### src/rtl/fsm_s2_pulse_gen_pkg.sv
// Shared definitions for the FSM_S2 pulse generator: state encodings and the
// default pulse count that the detector and benches also rely on.
package fsm_s2_pulse_gen_pkg;

  // Number of high pulses the FSM_S2 detector needs to walk Idle -> Idle
  localparam int unsigned FSM_S2_PULSES = 5;

  typedef enum logic [2:0] {
    S_IDLE     = 3'd0,
    S_HIGH     = 3'd1,
    S_LOW      = 3'd2,
    S_WAIT_ACK = 3'd3,
    S_DONE     = 3'd4
  } state_t;

  // Every state except IDLE counts as part of a transaction
  function automatic logic is_busy_state(input state_t s);
    return (s != S_IDLE);
  endfunction

endpackage

### src/rtl/fsm_s2_pulse_gen_cyc_timer.sv
// Loadable up-counter with an expire flag. The flag is raised during the last
// enabled cycle of a window of 'limit' cycles, counted from the most recent load.
module fsm_s2_pulse_gen_cyc_timer #(
  parameter int CNT_W = 8
) (
  input  logic             clk,
  input  logic             rst,
  input  logic             load,
  input  logic             en,
  input  logic [CNT_W-1:0] limit,
  output logic             expired
);

  logic [CNT_W-1:0] count;

  // Count enabled cycles; a load restarts the window at zero
  always_ff @(posedge clk) begin
    if (rst) begin
      count <= '0;
    end else if (load) begin
      count <= '0;
    end else if (en) begin
      count <= count + CNT_W'(1);
    end
  end

  assign expired = en && (count == (limit - CNT_W'(1)));

endmodule

### src/rtl/fsm_s2_pulse_gen.sv
// Transmitter for the FSM_S2 pulse-sequence protocol. A start request produces
// a fixed train of high pulses on line_out, then the block waits for the
// detector acknowledge (or a timeout) and strobes done.
module fsm_s2_pulse_gen
  import fsm_s2_pulse_gen_pkg::*;
#(
  parameter int unsigned PULSES   = FSM_S2_PULSES,
  parameter int unsigned HIGH_CYC = 1,
  parameter int unsigned LOW_CYC  = 1,
  parameter int unsigned TIMEOUT  = 8,
  parameter int          CNT_W    = 8
) (
  input  logic Clk,
  input  logic rst,
  input  logic start,
  input  logic ack_in,
  output logic line_out,
  output logic busy,
  output logic done,
  output logic timeout_err
);

  localparam logic [CNT_W-1:0] HIGH_LIM  = CNT_W'(HIGH_CYC);
  localparam logic [CNT_W-1:0] LOW_LIM   = CNT_W'(LOW_CYC);
  localparam logic [CNT_W-1:0] TO_LIM    = CNT_W'(TIMEOUT);
  localparam logic [CNT_W-1:0] PULSES_M1 = CNT_W'(PULSES - 1);

  state_t           state;
  state_t           state_next;
  logic [CNT_W-1:0] pulse_cnt;
  logic [CNT_W-1:0] phase_limit;
  logic             phase_load;
  logic             phase_en;
  logic             phase_exp;
  logic             to_load;
  logic             to_en;
  logic             to_exp;
  logic             start_accept;
  logic             set_err;
  logic             pulse_inc;

  // Phase timer restarts on every HIGH/LOW entry and measures the active phase
  assign phase_limit = (state == S_HIGH) ? HIGH_LIM : LOW_LIM;
  assign phase_load  = (state_next != state);
  assign phase_en    = (state == S_HIGH) || (state == S_LOW);

  // Timeout timer is held clear outside WAIT_ACK so it starts fresh on entry
  assign to_load = (state != S_WAIT_ACK);
  assign to_en   = (state == S_WAIT_ACK);

  fsm_s2_pulse_gen_cyc_timer #(.CNT_W(CNT_W)) u_phase_timer (
    .clk     (Clk),
    .rst     (rst),
    .load    (phase_load),
    .en      (phase_en),
    .limit   (phase_limit),
    .expired (phase_exp)
  );

  fsm_s2_pulse_gen_cyc_timer #(.CNT_W(CNT_W)) u_timeout_timer (
    .clk     (Clk),
    .rst     (rst),
    .load    (to_load),
    .en      (to_en),
    .limit   (TO_LIM),
    .expired (to_exp)
  );

  // Next-state logic; ack wins over a timeout expiring in the same cycle
  always_comb begin
    state_next   = state;
    start_accept = 1'b0;
    set_err      = 1'b0;
    pulse_inc    = 1'b0;
    case (state)
      S_IDLE: begin
        if (start) begin
          state_next   = S_HIGH;
          start_accept = 1'b1;
        end
      end
      S_HIGH: begin
        if (phase_exp) state_next = S_LOW;
      end
      S_LOW: begin
        if (phase_exp) begin
          pulse_inc = 1'b1;
          if (pulse_cnt == PULSES_M1) state_next = S_WAIT_ACK;
          else                        state_next = S_HIGH;
        end
      end
      S_WAIT_ACK: begin
        if (ack_in) begin
          state_next = S_DONE;
        end else if (to_exp) begin
          state_next = S_DONE;
          set_err    = 1'b1;
        end
      end
      S_DONE: begin
        state_next = S_IDLE;
      end
      default: begin
        state_next = S_IDLE;
      end
    endcase
  end

  // State register
  always_ff @(posedge Clk) begin
    if (rst) state <= S_IDLE;
    else     state <= state_next;
  end

  // Pulse counter: cleared on an accepted start, bumped at the end of each LOW
  always_ff @(posedge Clk) begin
    if (rst) begin
      pulse_cnt <= '0;
    end else if (start_accept) begin
      pulse_cnt <= '0;
    end else if (pulse_inc) begin
      pulse_cnt <= pulse_cnt + CNT_W'(1);
    end
  end

  // Registered outputs decoded from the state being entered
  always_ff @(posedge Clk) begin
    if (rst) begin
      line_out <= 1'b0;
      busy     <= 1'b0;
      done     <= 1'b0;
    end else begin
      line_out <= (state_next == S_HIGH);
      busy     <= is_busy_state(state_next);
      done     <= (state_next == S_DONE);
    end
  end

  // Sticky timeout flag, cleared only when a new transaction is accepted
  always_ff @(posedge Clk) begin
    if (rst) begin
      timeout_err <= 1'b0;
    end else if (start_accept) begin
      timeout_err <= 1'b0;
    end else if (set_err) begin
      timeout_err <= 1'b1;
    end
  end

endmodule

### config.mk
export PLATFORM = sky130hd
export DESIGN_NAME = fsm_s2_pulse_gen
export DESIGN_NICKNAME = d
export VERILOG_FILES = /design/src/rtl/fsm_s2_pulse_gen_pkg.sv /design/src/rtl/fsm_s2_pulse_gen_cyc_timer.sv /design/src/rtl/fsm_s2_pulse_gen.sv
export SDC_FILE = /design/constraint.sdc
export NUM_CORES = 1
export LEC_CHECK = 0
export ABC_AREA = 1
export CORE_ASPECT_RATIO = 0.5
export CORE_UTILIZATION = 30
export CTS_BUF_LIST = sky130_fd_sc_hd__clkbuf_16
export DETAILED_ROUTE_END_ITERATION = 8
export PLACE_DENSITY = 0.58
export SLEW_MARGIN = 20
export SYNTH_ARGS = -nofsm -noshare
export SYNTH_HDL_FRONTEND = slang
export SYNTH_SLANG_ARGS = --single-unit
### constraint.sdc
create_clock -name Clk -period 1.47 [get_ports Clk]
set_clock_uncertainty 0.2 [all_clocks]
set_input_delay 0.294 -clock Clk [delete_from_list [all_inputs] [get_ports Clk]]
set_output_delay 0.294 -clock Clk [all_outputs]
set_load 0.05 [all_outputs]
==> run summary <==
status = finished, violations left
failing checks = setup timing
final period utilization = 113%
top-count cell post-synth = nand2_1
Die W = 105 µm
clock insertion delay at the later pin of the skew report = 0.28 ns
Clock power frac = 42.4%
Max stage delay on crit path = 0.35 ns
initial antenna violation count = 0
post-synth top area share = 38.7%
register area = 632 µm²
Least-Margin Pin Slew = 0.215 ns
CP max stage cell = dfxtp_2
number of enable flip-flop cells after synthesis = 0
via/cell ratio = 4.41
port bufs = 7
Buffers & Inverters on Critical Path = 0
WHS Path Cells = 2
die area = 5660 µm²
Final Slew Violations = 0
Die Span Y = 53.7 µm
Final setup viols = 19
clk sink count = 31
RSZ-0062 raised after global routing = true
Core Rows = 18
WS Path Type = reg2reg
relative slew slack = 85.5%
placed cell count = 355
P_leak = 1.10 nW
grt total ovfl = 0
Synth async-reset ratio = 0%
largest net degree at the start of global routing = 10
DRC violations left = 0
hold path start = pulse_cnt[7]
DRT antenna net count = 0
Worst EP arrival = 1.64 ns
WL/cell = 10.3 µm
first-pass GRT wire length = 6270 µm
Commonest cells post-synth = nand2_1, nor2_1, inv_1
Cell variety after synth = 23
area post-placement = 2170 µm²
area leader, netlist = dfxtp_1
total routed wirelength = 3780 µm
reg2reg setup slack = -0.20 ns
Final nets = 305
Final Cell Area = 2520 µm²
post-route minimum period = 1.67 ns
CTS root buffer = clkbuf_16
Iter 0 DRT Violations = 49
Switching Power = 0.000606 W
layout cell share with drive strength beyond 1 = 40.4%
pre-CTS WS = -0.406 ns
sw frac = 26.7%
post-synth net total = 246
CTS Buffer Depth = 2
PD cells = 903 nW/µm²
synthesized area per cell = 6.76 µm²
worst hold endpoint = pulse_cnt[7]
CP top delay family = simple AND/OR/NAND/NOR gates
CTS Buf Count = 5
vias in the first global route = 1509
final hold vios = 0
I/O pin count = 8
Post-Layout Cell Count = 367
Multi-input gate area = 1030 µm²
Post-Syn Area = 1600 µm²
Worst R2R End = u_phase_timer.count[4]
starting density of the core = 31.9%
CP required = 1.44 ns
Seq pwr share = 38.9%
Inserted Diodes = 0
reg2reg start = u_timeout_timer.count[0]
htree depth = 2
worst vdd ir = 527 µV
GRT Total Usage = 14.7%
clock transition at the registers of the reported paths = 0.05 ns
drt first pass iters = 4
Reg2Reg Depth = 10
top cells by area, synth = dfxtp_1, nand2_1, nor2_1
PnR worst setup slack = -0.197 ns
crit path max fanout = 8
detailed placer's ending HPWL = 2700 µm
synthesized flop and latch total = 31
max frequency = 0.600 GHz
CP endpoint kind = register
RD Place Congestion = 0.815
via count = 1618
critical path, cell by cell = ha_4, nand3_4, nor2_4, nor2_1, nor2_2, nand2_4, nand2_2, nand2_2, nand2_4, nor2_1
startpoint types = register
fill count = 467
Seq/Total Area, Yosys = 38.7%
Pint = 0.00167 W
max-cap violation count = 0
Area Growth Syn to Fin = 57.0%
Core Area = 5020 µm²
CTS tree = built
Gate power share = 18.7%
synth warn = 0
Most used DFF post-synth = dfxtp_1
worst hold path type = reg2reg
Synth Instances = 237
==> worst min-delay path: stages (launching register included) <==
cell	delay, ns
dfxtp_1	0.30
nand2_1	0.06
a21oi_1	0.05
==> flip-flops by register name (all words and copies together), names as in the netlist <==
name	count
busy	1
line_out	1
timeout_err	1
done	1
u_phase_timer.count	8
pulse_cnt	8
u_timeout_timer.count	8
state	3
==> per-stage QoR <==
step	hold slack, ns	setup TNS, ns	util (%)	power [W]
after CTS	0.262	-2.20	47.5	0.00225
after detailed placement	0.254	-6.39	43.2	0.00125
final	0.257	-2.46	50.1	0.00227
after global placement	0.251	-6.43	43.2	0.00124
after global routing	0.303	-4.02	50.1	0.00237
after floorplan	0.166	-0.504	-	0.00109
==> cells in the final DEF (no fill, tap or decap), types with 2 or more instances in the layout <==
master / n
o21ai_1: 4
nor2_2: 12
a21oi_1: 7
nor2_4: 5
clkinv_1: 2
nor3b_2: 2
buf_12: 4
nand2_4: 4
xor2_1: 10
dfxtp_1: 24
nand4_1: 4
o21ai_0: 2
clkbuf_16: 5
inv_2: 8
ha_1: 3
nor3_2: 2
o21ai_2: 4
a21oi_2: 4
nand3_2: 2
inv_1: 34
ha_4: 2
nand2_1: 43
nor3_1: 3
nand2_2: 8
nor2_1: 29
dfxtp_2: 6
buf_6: 4
buf_4: 42
clkdlybuf4s50_1: 3
nand3_1: 6
==> final cells by class <==
class,instances,share of cell area [%]
clock buffers,5,4.97
clock inverters,3,0.448
inverters,42,6.37
multi-input cells,163,40.9
flip-flops and latches,31,25.1
well taps,70,3.48
repair buffers,53,18.7
==> metal layers <==
| layer | share of wire, % | track usage [%] | vias up |
|---|---|---|---|
| met3 | 3.4 | 5.45 | 5 |
| li1 | - | - | 851 |
| met2 | 48 | 25.9 | 18 |
| met5 | 0 | 0 | - |
| met1 | 47 | 16.7 | 744 |
| met4 | 1.6 | 5.87 | 0 |
==> power by group through the flow <==
| stage | Clock, W | Sequential [W] | Combinational [W] |
|---|---|---|---|
| finish | 0.000963 | 0.000884 | 0.000426 |
| global route | 0.00102 | 0.000886 | 0.000465 |
| CTS | 0.000980 | 0.000881 | 0.000390 |
| detailed placement | 0 | 0.000899 | 0.000348 |
| global placement | 0 | 0.000898 | 0.000344 |
| floorplan | 0 | 0.000923 | 0.000172 |
==> repair_timing <==
item                                    in CTS  in global routing
gates resized for setup                     24                 38
endpoints found under the setup margin      20                 31
hold buffers                                 0                  0
buffers inserted                             2                  3
pin swaps                                   12                 16
==> worst max-delay path by stage <==
| stage | from | endpoint | slack (ns) | cells after the start |
|---|---|---|---|---|
| floorplan | u_phase_timer.count[1] | pulse_cnt[6] | -0.08 | 11 |
| global placement | ack_in | busy | -0.41 | 8 |
| detailed placement | ack_in | busy | -0.41 | 8 |
| CTS | u_phase_timer.count[0] | u_phase_timer.count[1] | -0.17 | 13 |
| global route | u_timeout_timer.count[0] | u_phase_timer.count[7] | -0.28 | 10 |
| finish | u_timeout_timer.count[0] | u_phase_timer.count[4] | -0.20 | 10 |
==> cell families (layout without fill, tap and decap cells) <==
group,after synthesis,after routing,synth area share [%]
xor+xnor,10,10,5.46
fa+ha+maj,5,5,3.90
flops,31,31,38.7
compound gates,24,24,7.89
simple gates,124,124,33.7
buf+inv,43,103,10.3
Power figures use the tool's default switching activity.
